===== src/rtl/clk_rst_sequencer.sv =====
// Reset/lock sequencer: pulses the MMCM reset, qualifies lock, then releases core resets in stages.
// Define CLK_RST_SEQ_LOCK_TIMEOUT_EN to enable the lock timeout, MMCM retry and o_retry_cnt.
module clk_rst_sequencer #(
  parameter int SYNC_STAGES     = 2,
  parameter int MMCM_RST_CYCLES = 16,
  parameter int STABLE_CYCLES   = 1024,
  parameter int LOCK_TIMEOUT    = 65536,
  parameter int NUM_DOMAINS     = 3,
  parameter int STAGE_GAP       = 8
) (
  input  logic                   i_clk,
  input  logic                   i_reset_n,
  input  logic                   i_locked,
  input  logic                   i_soft_reset,
  output logic                   o_mmcm_reset,
  output logic [NUM_DOMAINS-1:0] o_rst_n,
  output logic                   o_ready,
  output logic [7:0]             o_retry_cnt,
  output logic [2:0]             o_dbg_state
);

  typedef enum logic [2:0] {
    ST_MMCM_RST  = 3'd0,
    ST_WAIT_LOCK = 3'd1,
    ST_STABLE    = 3'd2,
    ST_RELEASE   = 3'd3,
    ST_RUN       = 3'd4,
    ST_SOFT      = 3'd5
  } state_t;

  // The WAIT_LOCK cycle that first sees lock_s counts toward the stable window.
  localparam int STABLE_LAST = (STABLE_CYCLES > 1) ? STABLE_CYCLES - 2 : 0;
  localparam int REL_LAST    = (NUM_DOMAINS - 1) * STAGE_GAP;
  localparam int MAX_A       = (MMCM_RST_CYCLES > STABLE_CYCLES) ? MMCM_RST_CYCLES : STABLE_CYCLES;
  localparam int MAX_B       = (LOCK_TIMEOUT > REL_LAST + 1) ? LOCK_TIMEOUT : REL_LAST + 1;
  localparam int CNT_MAX     = (MAX_A > MAX_B) ? MAX_A : MAX_B;
  localparam int CW          = (CNT_MAX > 1) ? $clog2(CNT_MAX + 1) : 1;

  logic [SYNC_STAGES-1:0] lock_sync;
  logic                   lock_s;
  state_t                 state_q, state_d;
  logic [CW-1:0]          cnt_q, cnt_d;
  logic [NUM_DOMAINS-1:0] rst_n_q, rst_n_d;
  logic                   mmcm_q, ready_q;

  always_ff @(posedge i_clk or negedge i_reset_n) begin
    if (!i_reset_n) lock_sync <= '0;
    else            lock_sync <= {lock_sync[SYNC_STAGES-2:0], i_locked};
  end

  assign lock_s = lock_sync[SYNC_STAGES-1];

`ifdef CLK_RST_SEQ_LOCK_TIMEOUT_EN
  logic       retry_inc;
  logic [7:0] retry_q;
`endif

  always_comb begin
    state_d = state_q;
    cnt_d   = cnt_q + CW'(1);
    rst_n_d = rst_n_q;
`ifdef CLK_RST_SEQ_LOCK_TIMEOUT_EN
    retry_inc = 1'b0;
`endif
    case (state_q)
      ST_MMCM_RST: begin
        if (cnt_q == CW'(MMCM_RST_CYCLES - 1)) state_d = ST_WAIT_LOCK;
      end
      ST_WAIT_LOCK: begin
        if (lock_s) state_d = ST_STABLE;
`ifdef CLK_RST_SEQ_LOCK_TIMEOUT_EN
        else if (cnt_q == CW'(LOCK_TIMEOUT - 1)) begin
          state_d   = ST_MMCM_RST;
          retry_inc = 1'b1;
        end
`else
        else cnt_d = cnt_q;
`endif
      end
      ST_STABLE: begin
        if (!lock_s)                          state_d = ST_WAIT_LOCK;
        else if (cnt_q == CW'(STABLE_LAST))   state_d = ST_RELEASE;
      end
      ST_RELEASE: begin
        if (!lock_s)           state_d = ST_MMCM_RST;
        else if (i_soft_reset) state_d = ST_SOFT;
        else begin
          for (int k = 0; k < NUM_DOMAINS; k++) begin
            if (cnt_q == CW'(k * STAGE_GAP)) rst_n_d[k] = 1'b1;
          end
          if (cnt_q == CW'(REL_LAST + 1)) state_d = ST_RUN;
        end
      end
      ST_RUN: begin
        cnt_d = cnt_q;
        if (!lock_s)           state_d = ST_MMCM_RST;
        else if (i_soft_reset) state_d = ST_SOFT;
      end
      ST_SOFT: begin
        cnt_d = cnt_q;
        if (!lock_s)           state_d = ST_MMCM_RST;
        else if (!i_soft_reset) state_d = ST_RELEASE;
      end
      default: state_d = ST_MMCM_RST;
    endcase
    if (state_d != state_q) cnt_d = '0;
    // Anything other than staged release or run holds every domain in reset.
    if (state_d != ST_RELEASE && state_d != ST_RUN) rst_n_d = '0;
  end

  always_ff @(posedge i_clk or negedge i_reset_n) begin
    if (!i_reset_n) begin
      state_q <= ST_MMCM_RST;
      cnt_q   <= '0;
      rst_n_q <= '0;
      mmcm_q  <= 1'b1;
      ready_q <= 1'b0;
    end else begin
      state_q <= state_d;
      cnt_q   <= cnt_d;
      rst_n_q <= rst_n_d;
      mmcm_q  <= (state_d == ST_MMCM_RST);
      ready_q <= (state_d == ST_RUN);
    end
  end

`ifdef CLK_RST_SEQ_LOCK_TIMEOUT_EN
  always_ff @(posedge i_clk or negedge i_reset_n) begin
    if (!i_reset_n)                         retry_q <= '0;
    else if (retry_inc && retry_q != 8'hff) retry_q <= retry_q + 8'd1;
  end
  assign o_retry_cnt = retry_q;
`else
  assign o_retry_cnt = 8'd0;
`endif

  assign o_mmcm_reset = mmcm_q;
  assign o_rst_n      = rst_n_q;
  assign o_ready      = ready_q;
  assign o_dbg_state  = state_q;

endmodule


===== config.mk =====
export PLATFORM = sky130hd
export DESIGN_NAME = clk_rst_sequencer
export DESIGN_NICKNAME = d
export VERILOG_FILES = /design/src/rtl/clk_rst_sequencer.sv
export SDC_FILE = /design/constraint.sdc
export NUM_CORES = 1
export LEC_CHECK = 0
export CORE_MARGIN = 2
export CORE_UTILIZATION = 54
export CTS_CLUSTER_DIAMETER = 60
export DETAILED_ROUTE_END_ITERATION = 8
export PLACE_DENSITY = 0.84
export SLEW_MARGIN = 20
export SYNTH_ARGS = -nofsm -noshare
export SYNTH_HDL_FRONTEND = slang
export SYNTH_SLANG_ARGS = --single-unit

===== constraint.sdc =====
create_clock -name i_clk -period 2.3 [get_ports i_clk]
set_input_delay 0.46 -clock i_clk [delete_from_list [all_inputs] [get_ports i_clk]]
set_output_delay 0.46 -clock i_clk [all_outputs]
set_load 0.02 [all_outputs]

==> results_tabular.tex <==
\begin{tabular}{lr}
\hline
Metric & Value \\
\hline
\multicolumn{2}{l}{\textbf{Status}} \\
Result of the run & completed \\
\multicolumn{2}{l}{\textbf{Worst setup path}} \\
Register-to-register setup slack & 0.19 ns \\
Depth of the worst register-to-register path & 7 \\
Launching point of the worst reg2reg path & cnt\_q[4] \\
Path type of the worst setup path & reg -> reg \\
Nature of the critical path startpoint & flop \\
CP max FO & 7 \\
Type of element capturing the critical path & flop \\
Reg-to-reg endpoint & o\_rst\_n[0] \\
Data arrival time at the worst-slack endpoint & 2.35 ns \\
Data required time of the worst path & 2.54 ns \\
\multicolumn{2}{l}{\textbf{STA}} \\
Period Utilization, post-route & 91.8\% \\
Setup repair after global routing missed its margin & false \\
Slew at the pin closest to its max-slew limit & 0.485 ns \\
Max Slew Vio Count & 0 \\
Final min period & 2.11 ns \\
Final setup vio count & 0 \\
Final worst slack & 0.188 ns \\
Number of endpoints with negative hold slack in the final report & 0 \\
Maximum clock skew at final layout & 0.00603 ns \\
Slew Limit Headroom & 67.3\% \\
Top achievable clock speed & 473 MHz \\
Post-route setup TNS & 0 ns \\
\multicolumn{2}{l}{\textbf{Min path}} \\
Startpoint of the lowest-slack hold path & lock\_sync[0] \\
Class of the most critical hold timing path & reg -> reg \\
End point of the worst hold path & lock\_sync[1] \\
Min-Delay Path Depth & 0 \\
\multicolumn{2}{l}{\textbf{Cells and area}} \\
Signed area change from the synthesized netlist to the final layout & 9.63\% \\
Combined flip-flop and latch cell area & 677 um\^{}2 \\
Fillers & 246 \\
Diodes inserted & 0 \\
Area of the multi-input gates & 862 um\^{}2 \\
Non-Filler Cell Area, Final & 1810 um\^{}2 \\
Fraction of layout cells with a size suffix above 1 & 14.8\% \\
Count of nets after finishing & 192 \\
\multicolumn{2}{l}{\textbf{Power}} \\
Worst vdd ir & 0.528 mV \\
Total net switching power & 0.000737 W \\
Gate power share & 49.4\% \\
Sequential cell fraction of total power & 38.1\% \\
Pwr Density & 925 nW/um\^{}2 \\
Switching portion of total power & 44.0\% \\
Static leakage power & 0.760 nW \\
Internal Dissipation & 0.000937 W \\
Proportion of power drawn by the clock network & 12.5\% \\
\multicolumn{2}{l}{\textbf{GRT}} \\
Total global routing track utilization & 19.5\% \\
Overall overflow remaining after global route & 0 \\
Antenna violations before repair & 0 \\
Via count of the first global-routing pass & 1,192 \\
Maximum number of pins on one net before global-route repair & 28 \\
Global-route wire length before repair & 5150 um \\
\multicolumn{2}{l}{\textbf{Synth}} \\
Cell type with the largest total area after synthesis & sky130\_fd\_sc\_hd\_\_dfrtp\_1 \\
Share of Yosys cell area claimed by the top area cell type & 39.4\% \\
Mean cell area of the mapped netlist & 9.88 um\^{}2 \\
Flop and latch count out of synthesis & 27 \\
Count of distinct cell types in the synthesized netlist & 45 \\
Ys async rst share & 100\% \\
Number of flops mapped to enable cells by yosys & 0 \\
Mapped Cells & 167 \\
Post-synth top flop & sky130\_fd\_sc\_hd\_\_dfrtp\_1 \\
Sequential element share of the synthesized area & 41.0\% \\
Top cells by area, synth & sky130\_fd\_sc\_hd\_\_dfrtp\_1 39\%, sky130\_fd\_sc\_hd\_\_nor2\_4 6.8\%, sky130\_fd\_sc\_hd\_\_xor2\_1 5.3\%, sky130\_fd\_sc\_hd\_\_nor2\_1 4.1\%, sky130\_fd\_sc\_hd\_\_buf\_4 3.6\% \\
Most common cell in the synthesized netlist & sky130\_fd\_sc\_hd\_\_dfrtp\_1 \\
Syn Std Cell Area & 1650 um\^{}2 \\
Ranking of synthesized cells by instance count & 26 x sky130\_fd\_sc\_hd\_\_dfrtp\_1, 18 x sky130\_fd\_sc\_hd\_\_nor2\_1, 14 x sky130\_fd\_sc\_hd\_\_nand2\_1 \\
Number of warnings printed during yosys synthesis & 0 \\
\multicolumn{2}{l}{\textbf{Drt}} \\
Total length of routed wires & 3110 um \\
First DRT Iteration DRCs & 84 \\
Residual antenna-violating net count after detailed routing & 0 \\
Count of unresolved DRC violations after routing & 0 \\
Pre-Repair DR Iteration Count & 4 \\
DR vias/cell & 5.81 \\
Vias & 1,254 \\
Average wire per standard cell & 14.4 um \\
\multicolumn{2}{l}{\textbf{Clocking}} \\
Clock-pin slew on the worst setup and hold paths & 0.15 ns \\
Quantity of hold-fixing buffers added after cts & 0 \\
CTS buffer count & 3 \\
CTS H-Tree Depth & 1 \\
Total number of clock tree sinks & 27 \\
Later-pin clock latency in the skew report & 0.34 ns \\
Worst-case clock buffer depth & 2 \\
Number of gates given a new drive strength after cts & 0 \\
Setup Fix Bufs, Post-CTS & 0 \\
Root buffer cell & sky130\_fd\_sc\_hd\_\_clkbuf\_4 \\
TritonCTS clock tree & done \\
\multicolumn{2}{l}{\textbf{Floorplan}} \\
Die Outline Area & 3510 um\^{}2 \\
Initial core utilization & 55.4\% \\
Horizontal extent of the die & 59.3 um \\
Number of top-level pins & 20 \\
Y dimension of the die & 59.3 um \\
Num rows & 20 \\
Core box area & 2980 um\^{}2 \\
\multicolumn{2}{l}{\textbf{Job}} \\
Max\_cap viols & 0 \\
\multicolumn{2}{l}{\textbf{Place}} \\
Quantity of I/O buffers inserted on ports & 11 \\
Gp weighted congestion & 0.930 \\
Area after detailed placement & 1780 um\^{}2 \\
Post-DP HPWL & 2320 um \\
Pre-CTS WS & 0.0473 ns \\
\hline
\end{tabular}
metrics by stage:
step	power [W]	utilization [%]	cells	hold WS (ns)
final	0.00167	60.8	216	0.373
after global routing	0.00176	60.8	216	0.383
after CTS	0.00167	60.8	216	0.377
after detailed placement	0.00147	59.8	212	0.344
after global placement	0.00143	59.8	212	0.334
after floorplan	0.00131	-	174	0.164
sequential cells by signal, summed over array words and instances (netlist names):
name and flops:
o_rst_n 3, o_mmcm_reset 1, lock_sync 2, o_ready 1
cnt_q 17, o_dbg_state 3
logic make-up after synthesis:
| kind of cell | count (synthesis) | synth area share [%] |
|---|---|---|
| AND/OR/NAND/NOR | 80 | 29.9 |
| flip-flops | 27 | 41.0 |
| buffers and inverters | 20 | 8.34 |
| AO/OA/AOI/OAI | 18 | 8.26 |
| XOR/XNOR | 16 | 8.49 |
| adder cells (fa/ha/maj) | 4 | 3.03 |
| other | 1 | 0.227 |
| multiplexers | 1 | 0.682 |
cell type report:
| class | instances | share of cell area, % |
|---|---|---|
| well taps | 33 | 2.28 |
| inverters | 7 | 1.45 |
| repair buffers | 18 | 9.68 |
| flip-flops and latches | 27 | 37.4 |
| clock buffers | 3 | 1.24 |
| clock inverters | 1 | 0.277 |
| multi-input cells | 127 | 47.6 |
metal layers:
layer | wire length, um | track usage (%) | vias up | part of all wire [%]
met2 | 1600 | 34.2 | 45 | 52
met5 | 0 | 0 | - | 0
li1 | - | - | 594 | -
met1 | 1280 | 22.7 | 608 | 41
met4 | 64 | 9.42 | 0 | 2.1
met3 | 157 | 3.28 | 7 | 5.1
power groups by stage:
stage / Clock (W) / Sequential (W) / Combinational, W
3_5_place_dp: 0 / 0.000646 / 0.000820
6_report: 0.000209 / 0.000638 / 0.000827
2_1_floorplan: 0 / 0.000640 / 0.000667
3_3_place_gp: 0 / 0.000635 / 0.000799
4_1_cts: 0.000214 / 0.000635 / 0.000824
5_1_grt: 0.000225 / 0.000648 / 0.000885
critical path, stage by stage, from the launching register on:
cell	delay (ns)
sky130_fd_sc_hd__dfrtp_1	0.48
sky130_fd_sc_hd__nor4_1	0.28
sky130_fd_sc_hd__buf_4	0.17
sky130_fd_sc_hd__nand4_1	0.09
sky130_fd_sc_hd__a211o_1	0.29
sky130_fd_sc_hd__nand4_1	0.20
sky130_fd_sc_hd__mux2_2	0.40
sky130_fd_sc_hd__o21a_1	0.11
cells in the final DEF, fill, tap and decap left out, types with 3 or more instances in the layout:
| cell type | count |
|---|---|
| sky130_fd_sc_hd__xor2_1 | 10 |
| sky130_fd_sc_hd__nand2_1 | 14 |
| sky130_fd_sc_hd__ha_1 | 4 |
| sky130_fd_sc_hd__dfrtp_1 | 26 |
| sky130_fd_sc_hd__nand4_1 | 7 |
| sky130_fd_sc_hd__o21a_1 | 3 |
| sky130_fd_sc_hd__xnor2_1 | 6 |
| sky130_fd_sc_hd__nor2_4 | 10 |
| sky130_fd_sc_hd__nor2_1 | 18 |
| sky130_fd_sc_hd__nor3_1 | 6 |
| sky130_fd_sc_hd__clkdlybuf4s50_1 | 11 |
| sky130_fd_sc_hd__and3_1 | 3 |
| sky130_fd_sc_hd__clkbuf_4 | 3 |
| sky130_fd_sc_hd__conb_1 | 8 |
| sky130_fd_sc_hd__inv_1 | 7 |
| sky130_fd_sc_hd__nand4b_1 | 3 |
| sky130_fd_sc_hd__a21oi_1 | 3 |
| sky130_fd_sc_hd__buf_4 | 6 |
| sky130_fd_sc_hd__nand3_1 | 4 |
worst max-delay path by stage:
| stage | startpoint | slack [ns] | to | cells after the start |
|---|---|---|---|---|
| after CTS | cnt_q[4] | 0.19 | o_rst_n[0] | 7 |
| after global placement | i_soft_reset | 0.16 | cnt_q[1] | 8 |
| after global routing | cnt_q[2] | 0.06 | cnt_q[5] | 7 |
| after floorplan | o_dbg_state[2] | 0.20 | cnt_q[7] | 9 |
| final | cnt_q[4] | 0.19 | o_rst_n[0] | 7 |
| after detailed placement | i_soft_reset | 0.05 | cnt_q[5] | 8 |
No activity file was read; power rests on OpenSTA's default activity.
